<file path="config.mk">
export PLATFORM = sky130hd
export DESIGN_NAME = ram_bist_ctrl
export DESIGN_NICKNAME = d
export VERILOG_FILES = /design/src/rtl/ram_bist_pkg.sv /design/src/rtl/ram_bist_lfsr.sv /design/src/rtl/ram_bist_ctrl.sv
export SDC_FILE = /design/constraint.sdc
export NUM_CORES = 1
export LEC_CHECK = 0
export ABC_AREA = 0
export BUFFER_PORTS_ARGS = -buffer_cell sky130_fd_sc_hd__buf_2
export CORE_MARGIN = 2
export CORE_UTILIZATION = 53
export CTS_BUF_LIST = sky130_fd_sc_hd__clkbuf_2
export DETAILED_ROUTE_END_ITERATION = 12
export PLACE_DENSITY = 0.79
export SETUP_SLACK_MARGIN = 0.02
export SLEW_MARGIN = 20
export SYNTH_ARGS = -nofsm -noshare
export SYNTH_HDL_FRONTEND = slang
export SYNTH_SLANG_ARGS = --single-unit
</file>
<file path="constraint.sdc">
create_clock -name clk -period 2.3 [get_ports clk]
set_clock_uncertainty 0.15 [all_clocks]
set_input_delay 0.115 -clock clk [delete_from_list [all_inputs] [get_ports clk]]
set_output_delay 0.115 -clock clk [all_outputs]
set_load 0.05 [all_outputs]
</file>
<file path="src/rtl/ram_bist_pkg.sv">
// Shared types and the fill pattern for the RAM BIST controller.
// The RAND state only exists when RAM_BIST_LFSR_EN is defined.
package ram_bist_pkg;

  typedef enum logic [2:0] {
    IDLE,
    WRITE,
    READ,
`ifdef RAM_BIST_LFSR_EN
    RAND,
`endif
    DRAIN,
    DONE
  } state_t;

  // Callers truncate the result to the RAM data width.
  function automatic logic [31:0] expected(input logic [31:0] addr);
    return addr << 1;
  endfunction

endpackage

</file>
<file path="src/rtl/ram_bist_lfsr.sv">
// 10-bit Fibonacci LFSR (x^10 + x^7 + 1) with seed load and step enable.
// It provides the random read addresses when RAM_BIST_LFSR_EN is defined.
module ram_bist_lfsr #(
  parameter logic [9:0] SEED = 10'd35
) (
  input  logic       clk,
  input  logic       rst_n,
  input  logic       load,
  input  logic       step,
  output logic [9:0] value
);

  // An all-zero state would lock up, so a zero seed is replaced by 1.
  localparam logic [9:0] SEED_NZ = (SEED == 10'd0) ? 10'd1 : SEED;

  always_ff @(posedge clk or negedge rst_n) begin
    if (!rst_n)
      value <= SEED_NZ;
    else if (load)
      value <= SEED_NZ;
    else if (step)
      value <= {value[8:0], value[9] ^ value[6]};
  end

endmodule

</file>
<file path="src/rtl/ram_bist_ctrl.sv">
// BIST master for the single-port ram: fill with 2*addr, read back, count mismatches.
// Define RAM_BIST_LFSR_EN to append an LFSR-addressed random read phase.
module ram_bist_ctrl
  import ram_bist_pkg::*;
#(
  parameter int AW     = 10,
  parameter int DW     = 8,
  parameter int RD_LAT = 1
`ifdef RAM_BIST_LFSR_EN
  ,
  parameter int         RAND_READS = 20,
  parameter logic [9:0] LFSR_SEED  = 10'd35
`endif
) (
  input  logic          clk,
  input  logic          rst_n,
  input  logic          start,
  input  logic [DW-1:0] ram_data_out,
  output logic [DW-1:0] ram_data_in,
  output logic [AW-1:0] ram_address,
  output logic          ram_write,
  output logic          ram_select,
  output logic          busy,
  output logic          done,
  output logic          pass,
  output logic [AW:0]   err_cnt,
  output logic [AW-1:0] fail_addr
);

  localparam logic [AW:0] ERR_MAX = {1'b1, {AW{1'b0}}};

  state_t        state, state_nxt;
  logic [AW:0]   cnt, cnt_nxt, cnt_inc;
  logic          sel_nxt, wr_nxt, done_nxt;
  logic [AW-1:0] addr_nxt;
  logic [DW-1:0] din_nxt;
  logic          mismatch;

  logic [RD_LAT:0] pipe_vld;
  logic [DW-1:0]   pipe_exp  [RD_LAT+1];
  logic [AW-1:0]   pipe_addr [RD_LAT+1];

`ifdef RAM_BIST_LFSR_EN
  logic       lfsr_step;
  logic [9:0] lfsr_val;

  ram_bist_lfsr #(.SEED(LFSR_SEED)) u_lfsr (
    .clk   (clk),
    .rst_n (rst_n),
    .load  (state == IDLE && start),
    .step  (lfsr_step),
    .value (lfsr_val)
  );
`endif

  always_ff @(posedge clk or negedge rst_n) begin
    if (!rst_n) begin
      state <= IDLE;
      cnt   <= '0;
    end else begin
      state <= state_nxt;
      cnt   <= cnt_nxt;
    end
  end

  // The *_nxt pin values are registered, so each state describes the cycle that follows it.
  always_comb begin
    state_nxt = state;
    cnt_nxt   = cnt;
    cnt_inc   = cnt + 1'b1;
    sel_nxt   = 1'b0;
    wr_nxt    = 1'b0;
    addr_nxt  = ram_address;
    din_nxt   = ram_data_in;
    done_nxt  = 1'b0;
`ifdef RAM_BIST_LFSR_EN
    lfsr_step = 1'b0;
`endif
    case (state)
      IDLE: begin
        if (start) begin
          state_nxt = WRITE;
          cnt_nxt   = '0;
          sel_nxt   = 1'b1;
          wr_nxt    = 1'b1;
          addr_nxt  = '0;
          din_nxt   = DW'(expected(32'd0));
        end
      end
      WRITE: begin
        sel_nxt = 1'b1;
        if (cnt_inc[AW]) begin
          state_nxt = READ;
          cnt_nxt   = '0;
          addr_nxt  = '0;
        end else begin
          wr_nxt   = 1'b1;
          cnt_nxt  = cnt_inc;
          addr_nxt = cnt_inc[AW-1:0];
          din_nxt  = DW'(expected(32'(cnt_inc)));
        end
      end
      READ: begin
        cnt_nxt = '0;
        if (!cnt_inc[AW]) begin
          sel_nxt  = 1'b1;
          cnt_nxt  = cnt_inc;
          addr_nxt = cnt_inc[AW-1:0];
        end else begin
`ifdef RAM_BIST_LFSR_EN
          state_nxt = RAND;
          sel_nxt   = 1'b1;
          addr_nxt  = AW'(lfsr_val);
          lfsr_step = 1'b1;
`else
          state_nxt = (RD_LAT == 0) ? DONE : DRAIN;
`endif
        end
      end
`ifdef RAM_BIST_LFSR_EN
      RAND: begin
        if (cnt_inc == (AW+1)'(RAND_READS)) begin
          cnt_nxt   = '0;
          state_nxt = (RD_LAT == 0) ? DONE : DRAIN;
        end else begin
          sel_nxt   = 1'b1;
          cnt_nxt   = cnt_inc;
          addr_nxt  = AW'(lfsr_val);
          lfsr_step = 1'b1;
        end
      end
`endif
      DRAIN: begin
        cnt_nxt = cnt_inc;
        if (cnt_inc == (AW+1)'(RD_LAT))
          state_nxt = DONE;
      end
      DONE: begin
        state_nxt = IDLE;
        done_nxt  = 1'b1;
      end
      default: state_nxt = IDLE;
    endcase
  end

  // Stage 0 lines up with the read on the pins; stage RD_LAT lines up with its data.
  always_ff @(posedge clk or negedge rst_n) begin
    if (!rst_n) begin
      pipe_vld <= '0;
      for (int i = 0; i <= RD_LAT; i++) begin
        pipe_exp[i]  <= '0;
        pipe_addr[i] <= '0;
      end
    end else begin
      pipe_vld[0]  <= sel_nxt & ~wr_nxt;
      pipe_exp[0]  <= DW'(expected(32'(addr_nxt)));
      pipe_addr[0] <= addr_nxt;
      for (int i = 1; i <= RD_LAT; i++) begin
        pipe_vld[i]  <= pipe_vld[i-1];
        pipe_exp[i]  <= pipe_exp[i-1];
        pipe_addr[i] <= pipe_addr[i-1];
      end
    end
  end

  assign mismatch = pipe_vld[RD_LAT] && (ram_data_out != pipe_exp[RD_LAT]);

  always_ff @(posedge clk or negedge rst_n) begin
    if (!rst_n) begin
      ram_select  <= 1'b0;
      ram_write   <= 1'b0;
      ram_address <= '0;
      ram_data_in <= '0;
      busy        <= 1'b0;
      done        <= 1'b0;
      pass        <= 1'b0;
      err_cnt     <= '0;
      fail_addr   <= '0;
    end else begin
      ram_select  <= sel_nxt;
      ram_write   <= wr_nxt;
      ram_address <= addr_nxt;
      ram_data_in <= din_nxt;
      busy        <= (state_nxt != IDLE);
      done        <= done_nxt;
      if (state == IDLE && start) begin
        err_cnt   <= '0;
        fail_addr <= '0;
        pass      <= 1'b0;
      end else if (mismatch) begin
        if (err_cnt != ERR_MAX)
          err_cnt <= err_cnt + 1'b1;
        if (err_cnt == '0)
          fail_addr <= pipe_addr[RD_LAT];
      end
      if (done_nxt)
        pass <= (err_cnt == '0);
    end
  end

endmodule

</file>
* Word level (Yosys, flattened, before mapping)
Cells that the tools add are included.
Cells by class: equal/unequal tests 10, reductions and logical operators 18, bitwise operators 2, mux-type cells 28, add/sub/neg operators 2
Operator list (number):
- 10-bit two-way mux | 7
- 11-bit two-way mux | 4
- 11-bit one-hot mux with 3 select lines | 1
- 10-bit one-hot mux with 3 select lines | 1
- 11-bit by 1-bit adder with 11-bit output, second input constant | 2
- 8-bit two-way mux | 2
- 8-bit one-hot mux with 2 select lines | 1
- 3-bit two-way mux | 4
- 3-bit one-hot mux with 4 select lines | 1
- 11-bit by 1-bit equality test with 1-bit output, second input constant | 1
- 11-bit zero test | 1
- 11-bit inequality test, second input constant | 1
- 2-bit nonzero test | 5
- 3-bit nonzero test | 3
- 8-bit inequality test | 1
- 3-bit by 2-bit equality test with 1-bit output, second input constant | 2
- 2-bit inequality test, second input constant | 3
- 2-bit AND reduction | 3
- 3-bit AND reduction | 2
- 1-bit two-way mux | 5
- 3-bit by 1-bit equality test with 1-bit output, second input constant | 1
- 3-bit equality test, second input constant | 1
- 3-bit zero test | 1
- 1-bit one-hot mux with 3 select lines | 1
- other kinds (5) | 6
Storage, ports and cells: output and inout port bits 44, logic and storage cells 75, bits of input ports 11, register bits 77

* Logic depth before layout (Yosys ltp)
word-level depth 5, depth in mapped cells 8, depth with buffers taken out 7

* Worst setup path after synthesis
Ideal clock, no wire load.
path type register to register, start point register cnt[1], end point register cnt[5], cell stages (with the launch flop) 8, path buffers 1, slack 96 ps, clock period less this slack 2204 ps, data arrival time 1928 ps, required time 2024 ps, cells stage by stage dfrtp_1 -> ha_1 -> clkbuf_8 -> nand3_1 -> or4_4 -> a31oi_4 -> nor2_4 -> a221o_1
On the way: word-level cells in the longest chain between the ends 3
RTL lines:
- start, declared | line ram_bist_ctrl.sv:33 | logic [AW:0] cnt, cnt_nxt, cnt_inc;
- start signal, assigned | line ram_bist_ctrl.sv:62 | cnt <= cnt_nxt;
- 11-bit by 1-bit adder with 11-bit output * | line ram_bist_ctrl.sv:70 | cnt_inc = cnt + 1'b1;
- 10-bit two-way mux | line ram_bist_ctrl.sv:92, ram_bist_ctrl.sv:105
- 11-bit one-hot mux with 3 select lines * | line ram_bist_ctrl.sv:79 | case (state)
Mark *: on every way between the ends. The rest lies on a longest branch, timed or not. A chain may end at the register's enable or synchronous reset.

* Worst setup path in the final report
start point register cnt[1], end point register state[1]
On the way: word-level cells in the longest chain between the ends 4, elaborated cells on any way between the ends 6
RTL lines:
- 11-bit by 1-bit adder with 11-bit output * | line ram_bist_ctrl.sv:70
- 11-bit by 1-bit equality test with 1-bit output | line ram_bist_ctrl.sv:135 | if (cnt_inc == (AW+1)'(RD_LAT))
- 3-bit two-way mux | line ram_bist_ctrl.sv:135
- 3-bit one-hot mux with 4 select lines * | line ram_bist_ctrl.sv:79
- via state_nxt[1] | line ram_bist_ctrl.sv:32 | state_t state, state_nxt;
- end signal, assigned | line ram_bist_ctrl.sv:61 | state <= state_nxt;
- end, declared | line ram_bist_ctrl.sv:32
Mark *: on every way through the listed nets, which the timed path passes. The rest lies on a longest branch.

==> results.md <==
* RSZ-0062 raised after global routing: yes
* Count leader, synth: dfrtp_1
* Filler cell count at 498
* Hold path cells at 5
* R2r worst-path depth at 7
* Final Power at 4000 µW
* GRT Util Overall at 23.3%
* Tmin final at 2.25 ns
* Total negative slack at 0 ns
* Compound-Gate Fraction of Synth Area at 15.7%
* Area of the core at 0.00635 mm²
* XOR/XNOR share of the synthesized area at 5.56%
* Arr. time, crit path at 2.53 ns
* Adder-Cell Fraction of Synth Area at 1.44%
* Initial core utilization at 54.6%
* Drt drc at 0
* Met3 Use GR at 3.70%
* Leakage at 0.00188 µW
* Row cnt at 29
* Reg2reg start: cnt[1]
* Simple-gate share of the synthesized area at 19.4%
* Final Max Slew Viols at 0
* Clock slew at reported path FFs at 0.21 ns
* WP data required at 2.58 ns
* Worst Setup Path Type: flip-flop to flip-flop
* Post-synth ARST share at 100%
* H-tree level count at 3
* Power density cells at 987 mW/mm²
* Gate Count Post-Synth at 336
* Synth warnings at 0
* Hold Path Class: input port to flip-flop
* Gr busiest metal: met2
* Maximum fanout along the worst path at 8
* DRC marker count from the first detailed-route iteration at 145
* Sequential fraction of the synthesis area at 49.8%
* Hold Worst Slack at 0.0653 ns
* Clk sinks at 69
* CTS Buffer Depth at 2
* Post-DRT Antenna Nets at 0
* Area grow syn2layout at 17.0%
* Die area at 0.00720 mm²
* Post-synth top cells: dfrtp_1 (69), nand2_1 (29), nand3_1 (27)
* GR Layer Usage met1 at 31.1%
* Grt ovf at 0
* Vias at 2870
* Nets at 416
* Setup crit end kind: flip-flop
* Wire per inst at 16.9 µm
* EDFF count, synth at 0
* Syn Area/Cell at 10.3 µm²
* Clock buffer count from CTS at 9
* Sequential standard cell area at 0.00173 mm²
* Largest family of logic cells by synthesized area: simple AND/OR/NAND/NOR gates
* Placer Congestion at 0.899
* Period utilisation layout at 97.6%
* Router iterations before antenna repair at 4
* Yosys reg bits at 69
* Via-to-Cell Ratio at 5.94
* Main synth FF type: dfrtp_1
* Status: finished clean
* CTS tree: done
* Initial antenna violation count at 0
* Pre-CTS setup slack at 0.0245 ns
* Largest net degree at the start of global routing at 45
* Fmax at 445 MHz
* Dpl hpwl at 5570 µm
* Final Setup Violations at 0
* Max-cap viol count at 0
* Inst Count DP at 457
* Worst-skew pair later-pin latency at 0.53 ns
* VDD IR max at 0.610 mV
* Hold Vio Cnt, Final at 0
* R2r endpoint: state[1]
* DIE WIDTH at 84.9 µm
* Largest area contributor in the netlist: dfrtp_1
* Total routed wirelength at 8180 µm
* Multi-input gate area at 0.00152 mm²
* CTS Root Cell: clkbuf_2
* # diodes at 0
* Setup crit start kind: flip-flop
* # IOs at 55
* Reg-to-reg setup timing slack at 0.05 ns
* GR Layer Usage met2 at 36.9%
* Syn Nets at 351
* Worst setup margin at 0.0542 ns
* Die Y at 84.9 µm
* First-pass GRT wire length at 13300 µm
* Post-synth top area share at 49.8%
* Mux cell area share after synthesis at 0.289%
* Post-synthesis cell type count at 62
* Number of global-route vias before repair at 2767
* Port Buffers at 53
* Post-synth design cell area at 0.00346 mm²
* Hold path startpoint: ram_data_out[0]
* Fin cells at 483
* Synth area leaders: dfrtp_1 (50%), nand3_1 (3.9%), xnor2_1 (3.8%), o21ai_0 (3.8%), nand2_1 (3.1%)
* Ratio of cells with drive above 1 in the final layout at 29.8%
* Hold EP: err_cnt[1]
[metrics by stage]
stage	instance area (µm²)	util (%)
after floorplan	3460	-
after global placement	3770	59.4
after detailed placement	3770	59.4
after CTS	3990	62.9
after global routing	4060	63.9
final	4060	63.9
[what timing repair did]
item	in CTS	in global routing
hold buffers	4	0
gates resized for setup	1	9
hold endpoints to repair	71	0
endpoints found under the setup margin	11	38
setup buffers	1	2
gates cloned	1	2
pin swaps	2	5
[cell families (layout without fill, tap and decap cells)]
group / Yosys count / after routing
adders and majority gates: 4 / 4
other: 1 / 1
xor gates and xnor gates: 22 / 22
AOI/OAI and AO/OA: 72 / 73
buffers and inverters: 42 / 111
and+or+nand+nor: 125 / 125
muxes: 1 / 1
DFF: 69 / 69
[layout by cell type (no fill, tap or decap), types with 3 or more instances in the layout]
cell type | synthesis | final
nand3_1 | 27 | 26
dlygate4sd3_1 | 0 | 3
nor2_1 | 22 | 22
dfrtp_1 | 69 | 68
ha_1 | 4 | 4
nand4_1 | 3 | 3
buf_4 | 13 | 22
clkbuf_2 | 1 | 9
nand2_1 | 29 | 29
a21oi_1 | 4 | 4
nor3_1 | 6 | 5
and3_1 | 3 | 3
o2bb2ai_1 | 10 | 10
a22o_2 | 3 | 3
o21ai_0 | 26 | 25
or2_2 | 3 | 3
inv_1 | 12 | 12
a221o_1 | 3 | 3
buf_2 | 3 | 55
xor2_1 | 7 | 7
a211oi_1 | 6 | 6
nor4_1 | 5 | 4
xnor2_1 | 15 | 14
[worst max path at each step]
stage | start | end | slack [ns]
2_1_floorplan | cnt[1] | cnt[5] | 0.1
3_3_place_gp | cnt[1] | cnt[5] | 0.13
3_5_place_dp | cnt[1] | ram_address[0] | 0.02
4_1_cts | cnt[1] | cnt[7] | 0.02
5_1_grt | cnt[1] | state[1] | -0.03
6_report | cnt[1] | state[1] | 0.05
[routing by layer]
layer	share of wire [%]	up-vias	wire, µm
met2	48	112	3920
met5	0	-	0
met3	6.6	30	543
li1	-	1327	-
met1	42	1401	3410
met4	3.6	0	298
[area by class of cell]
type | count | share of cell area [%]
well taps | 77 | 2.38
clock buffers | 9 | 1.11
repair buffers | 83 | 12.9
clock inverters | 7 | 2.41
multi-input cells | 226 | 37.5
inverters | 12 | 1.11
flip-flops and latches | 69 | 42.6
[state kept, by name (all words and copies together) (netlist names)]
name and count:
cnt 11, err_cnt 11, fail_addr 10, pipe_addr 10, ram_address 10, ram_data_in 7
state 3, pipe_vld 2, busy 1, done 1, pass 1, ram_select 1
ram_write 1
[report_power, final]
part	switching [µW]	internal, µW
Combinational	1030	469
Clock	467	365
Sequential	206	1470
Total	1700	2300
[critical path, cell delays in order, from the launching register on]
cell       delay (ns)
dfrtp_2          0.43
ha_1             0.18
buf_4            0.16
nand2_1          0.12
or4_2            0.58
o2111ai_1        0.14
nor3_2           0.09
a311oi_1         0.32
(Power assumes the default switching activity.)
